`config.mk`:
```
export PLATFORM = sky130hd
export DESIGN_NAME = exc_irq_ctrl_flat
export DESIGN_NICKNAME = d
export VERILOG_FILES = /design/src/rtl/exc_irq_ctrl_if.sv /design/src/rtl/exc_irq_ctrl.sv /design/src/flat_wrapper.sv
export SDC_FILE = /design/constraint.sdc
export NUM_CORES = 1
export LEC_CHECK = 0
export ABC_AREA = 1
export BUFFER_PORTS_ARGS = -buffer_cell sky130_fd_sc_hd__buf_2
export CORE_MARGIN = 2
export CORE_UTILIZATION = 35
export DETAILED_ROUTE_END_ITERATION = 10
export GPL_TIMING_DRIVEN = 1
export PLACE_DENSITY = 0.65
export SLEW_MARGIN = 20
export SYNTH_ARGS = -nofsm -noshare
export SYNTH_HDL_FRONTEND = slang
export SYNTH_SLANG_ARGS = --single-unit
```
`constraint.sdc`:
```
create_clock -name clk -period 1.6 [get_ports clk]
set_input_delay 0.32 -clock clk [delete_from_list [all_inputs] [get_ports clk]]
set_output_delay 0.32 -clock clk [all_outputs]
set_load 0.01 [all_outputs]
```
`src/rtl/exc_irq_ctrl_if.sv`:
```
// ID-stage trap/redirect handshake and CSR access bus between the pipeline and exc_irq_ctrl.
// The pipeline side is the master; the controller is the slave.
interface exc_irq_ctrl_if #(
    parameter int unsigned PC_WIDTH = 32
) ();

    logic                id_valid;
    logic [PC_WIDTH-1:0] id_pc;
    logic                exc_valid;
    logic                eret;
    logic                csr_we;
    logic [1:0]          csr_addr;
    logic [31:0]         csr_wdata;
    logic [31:0]         csr_rdata;
    logic                redirect;
    logic [PC_WIDTH-1:0] redirect_pc;
    logic                flush;

    modport master (
        output id_valid,
        output id_pc,
        output exc_valid,
        output eret,
        output csr_we,
        output csr_addr,
        output csr_wdata,
        input  csr_rdata,
        input  redirect,
        input  redirect_pc,
        input  flush
    );

    modport slave (
        input  id_valid,
        input  id_pc,
        input  exc_valid,
        input  eret,
        input  csr_we,
        input  csr_addr,
        input  csr_wdata,
        output csr_rdata,
        output redirect,
        output redirect_pc,
        output flush
    );

endinterface

```
`src/rtl/exc_irq_ctrl.sv`:
```
// Exception/interrupt controller: IRQ sync, edge-detect and masking, trap arbitration against
// decoder exceptions, kernel-mode FSM with EPC/CAUSE capture and the ERET return path.
module exc_irq_ctrl #(
    parameter int unsigned         NUM_IRQ    = 4,
    parameter int unsigned         PC_WIDTH   = 32,
    parameter logic [PC_WIDTH-1:0] IRQ_VECTOR = PC_WIDTH'(32'h8000_0004),
    parameter logic [PC_WIDTH-1:0] EXC_VECTOR = PC_WIDTH'(32'h8000_0008)
) (
    input  logic                clk,
    input  logic                reset,
    input  logic [NUM_IRQ-1:0]  irq_in,
    exc_irq_ctrl_if.slave       bus,
    output logic                supervise,
    output logic [PC_WIDTH-1:0] epc
);

    typedef enum logic [1:0] {StUser, StKernel, StGuard} state_e;

    state_e state_q, state_d;

    logic [NUM_IRQ-1:0]  irq_meta_q, irq_sync_q, irq_prev_q;
    logic [NUM_IRQ-1:0]  pending_q, pending_d;
    logic [NUM_IRQ-1:0]  mask_q, mask_d;
    logic [PC_WIDTH-1:0] epc_q, epc_d;
    logic [31:0]         cause_q, cause_d;

    logic [NUM_IRQ-1:0]  irq_rise;
    logic [NUM_IRQ-1:0]  irq_enabled;
    logic [NUM_IRQ-1:0]  irq_onehot;
    logic [NUM_IRQ-1:0]  irq_take;
    logic [NUM_IRQ-1:0]  sw_clr;
    logic [7:0]          irq_idx;
    logic                irq_any;

    logic                trap;
    logic [31:0]         trap_cause;
    logic                double_fault;
    logic                redirect;
    logic [PC_WIDTH-1:0] redirect_pc;
    logic                csr_wr;

    assign irq_rise    = irq_sync_q & ~irq_prev_q;
    assign irq_enabled = pending_q & mask_q;

    // Descending scan so the lowest enabled index is the one left standing.
    always_comb begin
        irq_any    = 1'b0;
        irq_idx    = '0;
        irq_onehot = '0;
        for (int i = NUM_IRQ - 1; i >= 0; i--) begin
            if (irq_enabled[i]) begin
                irq_any       = 1'b1;
                irq_idx       = 8'(i);
                irq_onehot    = '0;
                irq_onehot[i] = 1'b1;
            end
        end
    end

    always_comb begin
        state_d      = state_q;
        trap         = 1'b0;
        trap_cause   = '0;
        irq_take     = '0;
        double_fault = 1'b0;
        redirect     = 1'b0;
        redirect_pc  = EXC_VECTOR;
        case (state_q)
            StUser: begin
                if (bus.id_valid) begin
                    if (bus.exc_valid) begin
                        trap       = 1'b1;
                        trap_cause = 32'h0000_000A;
                    end else if (bus.eret) begin
                        trap       = 1'b1;
                        trap_cause = 32'h0000_000B;
                    end else if (irq_any) begin
                        trap        = 1'b1;
                        trap_cause  = {1'b1, 23'b0, irq_idx};
                        irq_take    = irq_onehot;
                        redirect_pc = IRQ_VECTOR;
                    end
                end
                if (trap) begin
                    redirect = 1'b1;
                    state_d  = StKernel;
                end
            end
            StKernel: begin
                double_fault = bus.exc_valid;
                if (bus.eret && bus.id_valid) begin
                    redirect    = 1'b1;
                    redirect_pc = epc_q;
                    state_d     = StGuard;
                end
            end
            StGuard: begin
                // Let exactly one user instruction through before traps re-arm.
                if (bus.id_valid) begin
                    state_d = StUser;
                end
            end
            default: state_d = StUser;
        endcase
    end

    assign csr_wr = bus.csr_we & supervise;
    assign sw_clr = (csr_wr && bus.csr_addr == 2'd1) ? bus.csr_wdata[NUM_IRQ-1:0] : '0;

    always_comb begin
        mask_d    = mask_q;
        pending_d = (pending_q & ~(sw_clr | irq_take)) | irq_rise;
        epc_d     = epc_q;
        cause_d   = cause_q;
        if (csr_wr && bus.csr_addr == 2'd0) begin
            mask_d = bus.csr_wdata[NUM_IRQ-1:0];
        end
        if (trap) begin
            epc_d   = bus.id_pc;
            cause_d = trap_cause;
        end else begin
            if (csr_wr && bus.csr_addr == 2'd2) begin
                epc_d = PC_WIDTH'(bus.csr_wdata);
            end
            if (csr_wr && bus.csr_addr == 2'd3) begin
                cause_d = bus.csr_wdata;
            end
            if (double_fault) begin
                cause_d[30] = 1'b1;
            end
        end
    end

    always_ff @(posedge clk or negedge reset) begin
        if (!reset) begin
            state_q    <= StUser;
            irq_meta_q <= '0;
            irq_sync_q <= '0;
            irq_prev_q <= '0;
            pending_q  <= '0;
            mask_q     <= '0;
            epc_q      <= '0;
            cause_q    <= '0;
        end else begin
            state_q    <= state_d;
            irq_meta_q <= irq_in;
            irq_sync_q <= irq_meta_q;
            irq_prev_q <= irq_sync_q;
            pending_q  <= pending_d;
            mask_q     <= mask_d;
            epc_q      <= epc_d;
            cause_q    <= cause_d;
        end
    end

    always_comb begin
        bus.csr_rdata = '0;
        case (bus.csr_addr)
            2'd0:    bus.csr_rdata = 32'(mask_q);
            2'd1:    bus.csr_rdata = 32'(pending_q);
            2'd2:    bus.csr_rdata = 32'(epc_q);
            default: bus.csr_rdata = cause_q;
        endcase
    end

    // Gated by reset so a trap in flight vanishes the moment reset asserts.
    assign bus.redirect    = redirect & reset;
    assign bus.flush       = redirect & reset;
    assign bus.redirect_pc = redirect_pc;

    assign supervise = (state_q == StKernel);
    assign epc       = epc_q;

endmodule
```
`src/flat_wrapper.sv`:
```
// flat-port wrapper written by rule: the top's interface ports become plain ports
module exc_irq_ctrl_flat 
#(
    parameter int unsigned         NUM_IRQ    = 4,
    parameter int unsigned         PC_WIDTH   = 32,
    parameter logic [PC_WIDTH-1:0] IRQ_VECTOR = PC_WIDTH'(32'h8000_0004),
    parameter logic [PC_WIDTH-1:0] EXC_VECTOR = PC_WIDTH'(32'h8000_0008)
)
  (clk, reset, irq_in, supervise, epc, bus_id_valid, bus_id_pc, bus_exc_valid, bus_eret, bus_csr_we, bus_csr_addr, bus_csr_wdata, bus_csr_rdata, bus_redirect, bus_redirect_pc, bus_flush);
  exc_irq_ctrl_if #(.PC_WIDTH(PC_WIDTH)) bus_i ();
  input  logic clk;
  input  logic reset;
  input  logic [NUM_IRQ-1:0] irq_in;
  output logic supervise;
  output logic [PC_WIDTH-1:0] epc;
  input wire logic [$bits(bus_i.id_valid)-1:0] bus_id_valid;
  input wire logic [$bits(bus_i.id_pc)-1:0] bus_id_pc;
  input wire logic [$bits(bus_i.exc_valid)-1:0] bus_exc_valid;
  input wire logic [$bits(bus_i.eret)-1:0] bus_eret;
  input wire logic [$bits(bus_i.csr_we)-1:0] bus_csr_we;
  input wire logic [$bits(bus_i.csr_addr)-1:0] bus_csr_addr;
  input wire logic [$bits(bus_i.csr_wdata)-1:0] bus_csr_wdata;
  output wire logic [$bits(bus_i.csr_rdata)-1:0] bus_csr_rdata;
  output wire logic [$bits(bus_i.redirect)-1:0] bus_redirect;
  output wire logic [$bits(bus_i.redirect_pc)-1:0] bus_redirect_pc;
  output wire logic [$bits(bus_i.flush)-1:0] bus_flush;
  assign bus_i.id_valid = bus_id_valid;
  assign bus_i.id_pc = bus_id_pc;
  assign bus_i.exc_valid = bus_exc_valid;
  assign bus_i.eret = bus_eret;
  assign bus_i.csr_we = bus_csr_we;
  assign bus_i.csr_addr = bus_csr_addr;
  assign bus_i.csr_wdata = bus_csr_wdata;
  assign bus_csr_rdata = bus_i.csr_rdata;
  assign bus_redirect = bus_i.redirect;
  assign bus_redirect_pc = bus_i.redirect_pc;
  assign bus_flush = bus_i.flush;
  exc_irq_ctrl #(.NUM_IRQ(NUM_IRQ), .PC_WIDTH(PC_WIDTH), .IRQ_VECTOR(IRQ_VECTOR), .EXC_VECTOR(EXC_VECTOR)) u_core (.clk(clk), .reset(reset), .irq_in(irq_in), .bus(bus_i), .supervise(supervise), .epc(epc));
endmodule
```
**Word-level counts from Yosys, hierarchy flattened**

Cells that the tools add are included.

- Flip-flop bits (word level): 86
- Input bits: 76
- Output and inout port bits: 99
- Logic and storage cells: 86

- Equal/unequal tests: 8
- Mux-type cells: 49
- Bitwise logic cells: 9
- Reductions and logical operators: 11

Operators with widths:

| cell | count |
|---|---|
| $mux 32 | 13 |
| $pmux 32 s3 | 1 |
| $pmux 32 s2 | 1 |
| $mux 4 | 11 |
| $mux 1 | 14 |
| $mux 2 | 7 |
| $and 4x4->4 | 3 |
| $not 4->4 | 2 |
| $or 4x4->4 | 2 |
| $eq 2x2->1 const B | 3 |
| $ne 2x2->1 const B | 3 |
| $pmux 2 s3 | 1 |
| $logic_and 1x1->1 | 5 |
| $eq 2x1->1 const B | 2 |
| $logic_not 2->1 | 2 |
| $reduce_bool 2->1 | 2 |
| $reduce_and 3->1 | 1 |
| $reduce_bool 3->1 | 1 |
| $and 1x1->1 | 2 |
| $pmux 1 s2 | 1 |

**Longest topological paths before layout**

- Depth in word-level cells: 14
- Depth in mapped cells: 11

**Worst setup path before layout**

No wires, ideal clock.

- Path kind: register -> output
- From: register u_core.state_q[0]
- To: output port bus_redirect
- Arrival time: 1.544 ns
- Required time: 1.280 ns
- Setup slack: -0.264 ns
- Cell stages (with the launch flop): 8
- Path buffers: 2
- Cells stage by stage: dfrtp_1 > nor2_1 > nand2_1 > inv_2 > nand2_2 > buf_4 > a21boi_0 > buf_4

- Word-level cells in the longest chain between the ends: 3

RTL lines:

| item | line | RTL |
|---|---|---|
| start, declared | exc_irq_ctrl.sv:19 | `state_e state_q, state_d;` |
| start signal, assigned | exc_irq_ctrl.sv:136 | `state_q <= StUser;` |
| start signal, assigned | exc_irq_ctrl.sv:145 | `state_q <= state_d;` |
| $eq 2x1->1 / $logic_not 2->1 (equally long branches) | exc_irq_ctrl.sv:68 | `case (state_q)` |
| $pmux 1 s2 (*) | exc_irq_ctrl.sv:68 |  |
| $and 1x1->1 (*) | -- |  |
| end, declared | flat_wrapper.sv:24 | `output wire logic [$bits(bus_i.redirect)-1:0] bus_redirect;` |

Mark *: on every way between the ends. The rest lies on a longest branch, timed or not.

**Final worst setup path**

- From: register u_core.state_q[1]
- To: output port bus_flush

- Word-level cells in the longest chain between the ends: 3

RTL lines:

| item | line | RTL |
|---|---|---|
| $eq 2x1->1 / $logic_not 2->1 (equally long branches) | exc_irq_ctrl.sv:68 |  |
| $pmux 1 s2 (*) | exc_irq_ctrl.sv:68 |  |
| $and 1x1->1 (*) | exc_irq_ctrl.sv:168 | `assign bus.flush = redirect & reset;` |
| end, declared | flat_wrapper.sv:26 | `output wire logic [$bits(bus_i.flush)-1:0] bus_flush;` |

Marks and branches as above.

==> flow_metrics.py <==
metrics = {
    "yosys": {
        "syn_area_per_cell_um2": 7.40,
        "synthTopCellsByArea": "dfrtp_1 (48%), nand2_1 (21%), nand3_1 (4.7%)",
        "syn_area_mm2": 0.00444,
        "yosys_register_bits": 86,
        "yosysTopAreaCellShare": 0.485,
        "synth_nets": 676,
        "yosys_warnings": 0,
        "synth_top_cell_by_area": "dfrtp_1",
        "synth_cells": 600,
        "synth_cell_types": 31,
        "ys_seq_area_frac": 0.485,
    },
    "final_layout": {
        "layout-drive-gt1-share": 0.389,
        "antennaDiodeCount": 0,
        "area_growth_syn_to_layout_pct": 46.9,
        "final_nets": 885,
        "fill_cells": 1253,
        "final_area_mm2": 0.00652,
    },
    "clock_tree": {
        "cts_buffer_depth": 2,
        "ctsRootBufferMaster": "clkbuf_16",
        "htreeDepth": 3,
        "cts.sinks": 86,
        "clk_pin_slew_worst_paths_ns": 0.07,
        "cts_tree": "done",
        "cts_buffers": 9,
        "clk_latency_ns": 0.34,
    },
    "power_and_ir_drop": {
        "cellPowerDensity_mw_per_mm2": 1790,
        "ir_drop_mv": 0.943,
        "power_leakage_nw": 3.60,
        "p_total_mw": 11.7,
    },
    "status": {
        "outcome": "complete, but fails checks",
        "violations": "setup timing",
    },
    "placement": {
        "gp_congestion": 0.922,
        "placed_cell_area_mm2": 0.00574,
        "hpwl_mm": 9.59,
        "io_buffer_count": 174,
    },
    "sta": {
        "period_share": 1.16,
        "worstMarginPinSlew_ns": 0.485,
        "whs_ns": 0.0518,
        "fmax_ghz": 0.539,
        "slew_violations": 0,
        "rsz0062_at_grt": "true",
        "slew_headroom": 0.677,
        "fin_skew_ns": 0.00852,
        "setup_viol": 34,
        "finalHoldViolCount": 0,
        "layout_setup_ws_ns": -0.254,
        "min_period_ns": 1.85,
    },
    "worst_setup_path": {
        "worst_ep_arrival_time_ns": 1.53,
        "setup.worst_path.start_class": "register",
        "path_max_fanout": 6,
        "critical_path_class": "reg -> out",
        "required_ns": 1.28,
        "cp-end-kind": "output pin",
    },
    "global_route": {
        "grt_pass1_vias": 4124,
        "antenna_found_initial": 0,
        "overflow": 0,
        "grt_pass1_wl_mm": 20.8,
        "track_usage": 0.201,
        "grt_start_max_net_pins": 87,
    },
    "floorplanning": {
        "ioPinCount": 175,
        "fp.dieH_um": 117,
        "fp-row-count": 41,
        "die_w_um": 117,
        "core_mm2": 0.0125,
        "initial_core_util": 0.355,
        "die_area_mm2": 0.0136,
    },
    "route": {
        "first_pass_iters": 4,
        "drt_iter0_markers": 374,
        "ant_nets": 0,
        "drt-total-wl_mm": 14.5,
        "wl_per_cell_um": 14.7,
        "drcViolationCount": 0,
        "vias": 4578,
        "viasPerCell": 4.64,
    },
    "min_path": {
        "hold_class": "in -> async",
    },
    "run": {
        "drv_cap": 0,
    },
}
-- logic make-up after synthesis --
kind of cell	count (synthesis)	synth area share
simple gates	348	0.320
mux	4	0.0101
flops	86	0.485
compound gates	76	0.0981
buf+inv	86	0.0876
-- worst paths after layout --
kind / slack (ns) / startpoint / end / depth (start not counted)
worst min register to register: 0.35 / u_core.irq_meta_q[0]$_DFF_PN0_ / u_core.irq_sync_q[0]$_DFF_PN0_ / 0
min in group clk: 0.09 / irq_in[3] / u_core.irq_meta_q[3]$_DFF_PN0_ / 1
max in group asynchronous: 1.13 / reset / u_core.state_q[0]$_DFFE_PN0P_ / 2
worst max-delay path: -0.25 / u_core.state_q[1]$_DFFE_PN0P_ / bus_flush / 7
worst max register to register: 0.04 / u_core.state_q[0]$_DFFE_PN0P_ / u_core.epc[3]$_DFFE_PN0P_ / 11
worst min-delay path: 0.05 / reset / u_core.cause_q[7]$_DFFE_PN0P_ / 2
-- synthesized netlist by cell type --
cell type,count
o21ai_2,10
dfrtp_1,86
nand2_4,1
mux2_2,4
o2111ai_1,2
clkinv_2,1
nor2_2,3
buf_4,4
a31oi_1,1
nand3_4,1
nand2_2,5
o21a_1,1
clkbuf_1,9
o21ai_1,15
a21oi_1,4
o21ai_0,40
buf_1,1
buf_8,1
inv_2,5
inv_1,49
buf_6,3
nand3b_1,1
a21boi_0,1
nor2_4,1
nand3_1,42
nor2_1,38
nand2_1,253
o31ai_1,1
o22ai_1,1
nand4_1,3
buf_2,13
-- per-stage QoR --
| step | std cells | setup TNS [ns] | worst slack (ns) | utilization |
|---|---|---|---|---|
| 5_1_grt | 986 | -10.10 | -0.341 | 0.521 |
| 4_1_cts | 974 | -8.08 | -0.284 | 0.495 |
| 3_5_place_dp | 952 | -0.175 | -0.0535 | 0.459 |
| 3_3_place_gp | 952 | -0.000681 | -0.000681 | 0.459 |
| 2_1_floorplan | 600 | 0 | 0.00273 | - |
| 6_report | 986 | -7.26 | -0.254 | 0.521 |
-- per-layer routing --
metal	vias up	share of wire	GRT usage
met1	2132	0.44	0.256
met3	10	0.051	0.0503
met5	-	0	0
met4	0	0.0076	0.0369
li1	2301	-	-
met2	135	0.50	0.351
-- sequential cells by signal, indices dropped and copies added (netlist names) --
signal             flops
u_core.cause_q        32
u_core.epc            32
u_core.irq_meta_q      4
u_core.irq_prev_q      4
u_core.irq_sync_q      4
u_core.mask_q          4
u_core.pending_q       4
u_core.state_q         2
-- repair_timing --
action	4_1_cts	5_1_grt
setup buffers	4	9
hold buffers	0	0
pin swaps	2	10
setup endpoints to repair	34	116
cloned	2	5
resized for setup	25	63
-- worst max-delay path: stages, from the launching register on --
cell	delay, ns
dfrtp_1	0.41
inv_2	0.09
nand2_4	0.05
nor2_4	0.14
inv_6	0.09
buf_12	0.15
a21boi_4	0.11
buf_2	0.14
-- power breakdown --
group | internal [mW] | total (mW) | switching, mW
Clock | 1.23 | 2.14 | 0.912
Combinational | 2.48 | 5.84 | 3.36
Sequential | 3.06 | 3.67 | 0.611
Total | 6.76 | 11.7 | 4.89
-- layout make-up --
cell class	instances	area (um2)	share of cell area
well taps	172	215	0.0330
clock inverters	7	78.8	0.0121
multi-input cells	428	2070	0.317
repair buffers	229	1560	0.240
inverters	55	220	0.0338
clock buffers	9	225	0.0345
flip-flops and latches	86	2150	0.330
-- cell usage in the layout, fill, tap and decap left out, types with 3 or more instances in the layout --
master and count:
clkinvlp_4 3, buf_4 32, nand3_1 42, inv_1 43, nor2_2 7, nand2_4 5, nor2_4 8, buf_2 171
o21ai_1 21, inv_4 3, nand2_1 243, nand4_1 3, dfrtp_1 85, clkbuf_16 13, mux2_2 4, inv_2 7
buf_12 9, buf_6 9, nor2_1 27, nand2_2 11, inv_6 4, a21oi_1 3, o21ai_0 24, o21ai_2 20
(Power assumes the default switching activity.)
